### config.mk
export PLATFORM = sky130hd
export DESIGN_NAME = local_ale
export DESIGN_NICKNAME = d
export VERILOG_FILES = /design/src/rtl/local_ale_pkg.sv /design/src/rtl/ale_channel.sv /design/src/rtl/local_ale.sv
export SDC_FILE = /design/constraint.sdc
export NUM_CORES = 1
export LEC_CHECK = 0
export CAP_MARGIN = 5
export CORE_ASPECT_RATIO = 1.5
export CORE_MARGIN = 10
export CORE_UTILIZATION = 56
export CTS_CLUSTER_SIZE = 20
export DETAILED_ROUTE_END_ITERATION = 10
export GPL_TIMING_DRIVEN = 0
export PLACE_DENSITY = 0.81
export SLEW_MARGIN = 20
export SYNTH_ARGS = -nofsm -noshare
export SYNTH_HDL_FRONTEND = slang
export SYNTH_SLANG_ARGS = --single-unit
### constraint.sdc
create_clock -name clk -period 2.7 [get_ports clk]
set_clock_uncertainty 0.05 [all_clocks]
set_input_delay 0.54 -clock clk [delete_from_list [all_inputs] [get_ports clk]]
set_output_delay 0.54 -clock clk [all_outputs]
set_load 0.005 [all_outputs]
### src/rtl/local_ale_pkg.sv
// Shared widths, weight default and pixel type for the local atmospheric-light estimator.
package local_ale_pkg;

   localparam int unsigned PIX_W          = 8;
   localparam int unsigned W_W            = 9;
   localparam int unsigned PROD_W         = 17;
   localparam int unsigned LAMBDA_DEFAULT = 128;
   localparam int unsigned W_ONE          = 256;

   typedef logic [PIX_W-1:0] pix_t;

endpackage : local_ale_pkg

### src/rtl/ale_channel.sv
// One colour channel: clip D against the global light, then blend the two with weight LAMBDA.
module ale_channel
   import local_ale_pkg::*;
#(
   parameter int unsigned LAMBDA = LAMBDA_DEFAULT
) (
   input  logic clk,
   input  logic rst,
   input  pix_t d_i,
   input  pix_t a_global_i,
   output pix_t a_local_o
);

   localparam logic [W_W-1:0] LAM_W = W_W'(LAMBDA);
   localparam logic [W_W-1:0] INV_W = W_W'(W_ONE - LAMBDA);

   pix_t              m_d, m_q;
   pix_t              a_q;
   pix_t              local_d, local_q;
   logic [PROD_W-1:0] prod_a;
   logic [PROD_W-1:0] prod_m;
   logic [PROD_W-1:0] sum;

   // Stage 1 input: the clipped dark-channel term
   always_comb begin
      m_d = a_global_i;
      if (d_i < a_global_i) begin
         m_d = d_i;
      end
   end

   // Stage 2 input: weights sum to 256, so the blend never exceeds a_q and needs no saturation
   always_comb begin
      prod_a  = PROD_W'(INV_W) * PROD_W'(a_q);
      prod_m  = PROD_W'(LAM_W) * PROD_W'(m_q);
      sum     = prod_a + prod_m;
      local_d = PIX_W'(sum >> PIX_W);
   end

   always_ff @(posedge clk) begin
      if (rst) begin
         m_q     <= '0;
         a_q     <= '0;
         local_q <= '0;
      end else begin
         m_q     <= m_d;
         a_q     <= a_global_i;
         local_q <= local_d;
      end
   end

   assign a_local_o = local_q;

endmodule : ale_channel

### src/rtl/local_ale.sv
// Local atmospheric light: three independent lockstep channel pipelines, latency 2, one pixel per clock.
module local_ale
   import local_ale_pkg::*;
#(
   parameter int unsigned LAMBDA = LAMBDA_DEFAULT
) (
   input  logic clk,
   input  logic rst,
   input  pix_t IDark_dash,
   input  pix_t AR_global,
   input  pix_t AG_global,
   input  pix_t AB_global,
   output pix_t AR_local,
   output pix_t AG_local,
   output pix_t AB_local
);

   ale_channel #(.LAMBDA(LAMBDA)) u_ch_r (
      .clk        (clk),
      .rst        (rst),
      .d_i        (IDark_dash),
      .a_global_i (AR_global),
      .a_local_o  (AR_local)
   );

   ale_channel #(.LAMBDA(LAMBDA)) u_ch_g (
      .clk        (clk),
      .rst        (rst),
      .d_i        (IDark_dash),
      .a_global_i (AG_global),
      .a_local_o  (AG_local)
   );

   ale_channel #(.LAMBDA(LAMBDA)) u_ch_b (
      .clk        (clk),
      .rst        (rst),
      .d_i        (IDark_dash),
      .a_global_i (AB_global),
      .a_local_o  (AB_local)
   );

endmodule : local_ale

## After elaboration in Yosys (flattened, before gate mapping)

Index checks and enable logic that the tools add are counted.

| cells by class | value |
|---|---|
| add/sub/neg operators | 3 |
| $mul | 0 |
| div/mod/pow operators | 0 |
| magnitude comparators | 3 |
| equal/unequal tests | 0 |
| shift operators | 0 |
| multiplexer cells | 3 |
| bitwise operators | 0 |
| reductions and logical operators | 0 |

Operators by type and width:

| operator | count |
|---|---|
| 15-bit by 15-bit adder with 16-bit output | 3 |
| 8-bit < comparator | 3 |
| 8-bit two-way mux | 3 |

| word-level totals | value |
|---|---|
| register bits after elaboration | 72 |
| latch bits | 0 |
| RAM bits | 0 |
| bits in read-only memories | 0 |
| bits of input ports | 34 |
| memories kept | 0 |

## Longest topological paths before layout

| depth | value |
|---|---|
| word-level depth | 2 |
| mapped depth | 7 |

## By module

A second synthesis with hierarchy kept.

| unflattened totals | value |
|---|---|
| cell total of the unflattened synthesis | 450 |
| area, all modules | 4081.4 µm² |

By module, submodules not included:

| module | times used | cells each | area each (µm²) | sequential area each (µm²) |
|---|---|---|---|---|
| ale_channel at u_ch_g ... | 2 | 143 | 1320.0 | 480.5 |
| ale_channel at u_ch_b | 1 | 164 | 1441.4 | 480.5 |

## Worst setup path after synthesis

No wires, ideal clock.

| timing | value |
|---|---|
| path kind | flip-flop to flip-flop |
| start point | reg u_ch_b.a_q[0] |
| end point | reg u_ch_b.local_q[7], in the netlist u_ch_b.a_local_o[7] |
| library setup time | 0.120 ns |
| data arrival time | 1.771 ns |
| required time | 2.530 ns |
| path slack | 0.760 ns |
| stages on the path, launching flop included | 7 |
| period minus slack after synthesis | 1.940 ns |
| path through | dfxtp_1 and2_1 fa_1 a21o_2 a31o_2 o31a_1 o31a_1 |

| between the ends | value |
|---|---|
| longest elaborated chain between the ends | 1 |

RTL lines:

| what | RTL line | text |
|---|---|---|
| from (decl) | ale_channel.sv:18 | `pix_t a_q;` |
| from (signal assigned) | ale_channel.sv:47 | `a_q <= a_global_i;` |
| 15-bit by 15-bit adder with 16-bit output | ale_channel.sv:36 | `sum = prod_a + prod_m;` |
| to (signal assigned) | ale_channel.sv:48 | `local_q <= local_d;` |
| to (decl) | ale_channel.sv:19 | `pix_t local_d, local_q;` |

Every way passes these cells.
A chain may end at the register's enable or synchronous reset.

## Worst setup path after layout

| timing | value |
|---|---|
| start point | in IDark_dash[2] |
| end point | reg u_ch_b.m_q[6] |

| between the ends | value |
|---|---|
| longest elaborated chain between the ends | 2 |

RTL lines:

| what | RTL line | text |
|---|---|---|
| from (decl) | local_ale.sv:9 | `input pix_t IDark_dash,` |
| 8-bit < comparator | ale_channel.sv:27 | `if (d_i < a_global_i) begin` |
| 8-bit two-way mux | ale_channel.sv:27 |  |
| to (signal assigned) | ale_channel.sv:46 | `m_q <= m_d;` |
| to (decl) | ale_channel.sv:17 | `pix_t m_d, m_q;` |

Every way passes these cells.

==> run_results.csv <==
group,metric,value,unit
run_status,status,"finished clean",
synth,synth-seq-cells,72,
global_routing,grt_pass1_vias,3864,
finish,syn_to_final_growth,23.39,%
synth,synth_warnings,0,
critical_path,criticalPathCategory,"primary input to register",
critical_path,ff2ff_path_depth,6,
critical_path,start_kind,"primary input",
critical_path,critPathCapture,"u_ch_b.m_q[6]$_SDFF_PP0_",
synth,synth.avg_cell_area,8.751,µm²
clock_network,ctsResizeCount,0,
finish,drive_above_1_share,0.05124,
critical_path,arrival,2.63,ns
synth,synth_seq_area_share,0.3334,
critical_path,crit_path_max_fanout,9,
routing,post_drt_wl_per_cell,16.61,µm
clock_network,cts_setup_buffers,0,
die,die_y,127.6,µm
timing,period_share,0.9204,
timing,finalWorstSetupSlack,0.2149,ns
routing,via_per_inst,5.861,
timing,timing.hold.ws,0.5614,ns
placement,place_inst,652,
die,initial_core_util,0.5715,
critical_path,required,2.84,ns
critical_path,regToRegSetupSlack,0.66,ns
synth,synth_fp_nets,573,
global_routing,grtUsageTotal,0.1894,
placement,gp_congestion,0.9739,
finish,n_antenna_cell,0,
timing,slew_headroom,0.6544,
die,rows,39,
timing,slew_violations,0,
die,die_x,91.74,µm
timing,fmax,402.4,MHz
global_routing,antenna_found_initial,0,
synth,synth-edff-count,0,
power,ir_drop,0.0004664,V
timing,setup_viol,0,
routing,antenna_left,0,
timing,rsz0062_at_grt,"false",
global_routing,grt_max_degree,13,
clock_network,cts-root-buf,"clkbuf_16",
placement,dp_hpwl,8974,µm
finish,layout.nets,640,
timing,period_minus_slack,2.485,ns
synth,ys.flop_type,"dfxtp_1",
synth,netlist_area,4323,µm²
critical_path,reg2reg_to,"u_ch_b.a_local_o[7]$_SDFF_PP0_",
synth,yosysUniqueCellTypes,40,
clock_network,holdBufCountCts,0,
critical_path,critPathLaunch,"IDark_dash[2]",
critical_path,end_kind,"register",
clock_network,clock-sinks,72,
global_routing,grt_pass1_wl,18320,µm
clock_network,cts_tree,"done",
routing,detail_route.wirelength,11100,µm
routing,vias,3915,
routing,dr.pass1.iters,4,
routing,remaining_drc_errors,0,
clock_network,htree_levels,3,
die,io_pins,58,
placement,port_buffers,56,
timing,hold_viol,0,
routing,drt_iter0_drc,181,
synth,async_reset_ff_frac,0,
die,core-area,7564,µm²
clock_network,clk_latency,0.33,ns
clock_network,clk_pin_slew,0.05,ns
synth,netlist_instances,494,
critical_path,r2r_start,"u_ch_b.a_q[0]$_SDFF_PP0_",
clock_network,cts_buffers,9,
die,die_area,11710,µm²
min_path,hold_class,"primary input to register",
job,drv_cap,0,
global_routing,grt_overflow,0,
power,p_per_area,612.1,nW/µm²
finish,instances_no_fill,668,
power,p_leak,2.162,nW
placement,dp_slack,-0.1003,ns
clock_network,cts_max_path_buffers,2,
timing,worst_pin_slew,0.5165,ns
cells in the final DEF, fill, tap and decap left out, types with 3 or more instances in the layout:
cell / Yosys / routed
dfxtp_1: 72 / 72
clkdlybuf4s50_1: 0 / 56
o211ai_1: 49 / 49
ha_1: 42 / 42
nor2b_1: 35 / 35
nand2_1: 35 / 35
nor3_1: 30 / 30
inv_1: 26 / 26
nor2_1: 25 / 25
a22o_1: 24 / 24
a31oi_1: 24 / 24
clkbuf_1: 16 / 17
nand2b_1: 12 / 12
a21o_1: 10 / 10
and2_1: 9 / 9
a21oi_1: 9 / 9
clkbuf_16: 0 / 9
a211oi_1: 8 / 8
nor4b_1: 6 / 6
o31a_1: 6 / 6
xnor2_1: 6 / 6
nand4_1: 5 / 5
and3_1: 4 / 4
o21ai_0: 4 / 4
a31oi_2: 3 / 3
o211ai_2: 3 / 3
o21a_1: 3 / 3
buf_2: 3 / 3
nand3_1: 3 / 3
buf_1: 3 / 3
nor4_1: 3 / 3
fa_1: 3 / 3
critical path, stage by stage:
cell             delay (ns)
clkdlybuf4s50_1        0.58
ha_1                   0.40
a21o_1                 0.19
a31oi_2                0.36
o21a_1                 0.38
o211ai_1               0.18
how the worst min path moves through the flow:
| stage | cells past startpoint | end | slack [ns] | from |
|---|---|---|---|---|
| 4_1_cts | 2 | u_ch_r.a_q[2]$_SDFF_PP0_ | 0.55 | rst |
| 6_report | 2 | u_ch_r.a_q[2]$_SDFF_PP0_ | 0.56 | rst |
| 3_5_place_dp | 2 | u_ch_g.a_local_o[7]$_SDFF_PP0_ | 0.57 | u_ch_g.m_q[7]$_SDFF_PP0_ |
| 5_1_grt | 2 | u_ch_r.a_local_o[7]$_SDFF_PP0_ | 0.60 | u_ch_r.m_q[7]$_SDFF_PP0_ |
| 3_3_place_gp | 2 | u_ch_r.a_local_o[7]$_SDFF_PP0_ | 0.55 | u_ch_r.m_q[7]$_SDFF_PP0_ |
| 2_1_floorplan | 2 | u_ch_b.a_local_o[7]$_SDFF_PP0_ | 0.53 | u_ch_b.m_q[7]$_SDFF_PP0_ |
area by class of cell:
cell class,instances,area [µm²]
well taps,102,127.6
repair buffers,56,560.5
clock inverters,5,80.08
multi-input cells,373,2693
flip-flops and latches,72,1441
inverters,26,97.59
plain buffers,23,91.34
clock buffers,11,242.7
fillers,619,2230
kinds of logic (layout without fill, tap and decap cells):
kind of cell / count (synthesis) / in the layout / synth area share
buf+inv: 49 / 121 / 0.04370
fa+ha+maj: 45 / 45 / 0.1355
simple gates: 172 / 172 / 0.2113
compound gates: 150 / 150 / 0.2640
xor+xnor: 6 / 6 / 0.01216
flops: 72 / 72 / 0.3334
where the power goes:
| group | switching [W] | leakage, nW | internal (W) | total (W) |
|---|---|---|---|---|
| clock network | 0.000414 | 0.152 | 0.000831 | 0.00124 |
| logic | 0.000422 | 1.41 | 0.000375 | 0.000797 |
| registers | 0.0000384 | 0.600 | 0.00119 | 0.00122 |
| total | 0.000874 | 2.16 | 0.00239 | 0.00326 |
per-layer routing:
layer / part of all wire / GRT usage
met1: 0.44 / 0.2188
met2: 0.46 / 0.3097
met3: 0.047 / 0.02989
met4: 0.059 / 0.1393
met5: 0 / 0
cell usage after synthesis, drive strengths merged, types with 6 or more instances:
| library cell | instances | area (µm²) |
|---|---|---|
| a31oi | 27 | 187.7 |
| buf | 6 | 26.27 |
| dfxtp | 72 | 1441 |
| and2 | 9 | 56.30 |
| nand2 | 35 | 131.4 |
| nor3 | 30 | 150.1 |
| nor2 | 25 | 93.84 |
| nor2b | 35 | 219.0 |
| o211ai | 52 | 405.4 |
| inv | 26 | 97.59 |
| clkbuf | 17 | 65.06 |
| o31a | 6 | 52.55 |
| nor4b | 6 | 52.55 |
| a21oi | 9 | 45.04 |
| xnor2 | 6 | 52.55 |
| nand4 | 6 | 43.79 |
| a22o | 24 | 210.2 |
| ha | 42 | 525.5 |
| a211oi | 8 | 60.06 |
| nand2b | 12 | 75.07 |
| a21o | 11 | 83.83 |
state kept, by name, summed over array words and instances, names as in the netlist:
signal,count
u_ch_g.m_q,8
u_ch_g.a_local_o,8
u_ch_b.a_local_o,8
u_ch_r.m_q,8
u_ch_r.a_local_o,8
u_ch_g.a_q,8
u_ch_b.a_q,8
u_ch_b.m_q,8
u_ch_r.a_q,8
stage by stage:
| step | TNS, ns | power [W] | util | instance area, µm² |
|---|---|---|---|---|
| final | 0 | 0.003265 | 0.7052 | 5334 |
| after global routing | 0 | 0.003418 | 0.7052 | 5334 |
| after CTS | 0 | 0.003276 | 0.7052 | 5334 |
| after detailed placement | -1.444 | 0.002037 | 0.6625 | 5011 |
| after global placement | -0.8272 | 0.002005 | 0.6625 | 5011 |
| after floorplan | 0 | 0.001739 | - | 4323 |
No activity file was read; power rests on OpenSTA's default activity.
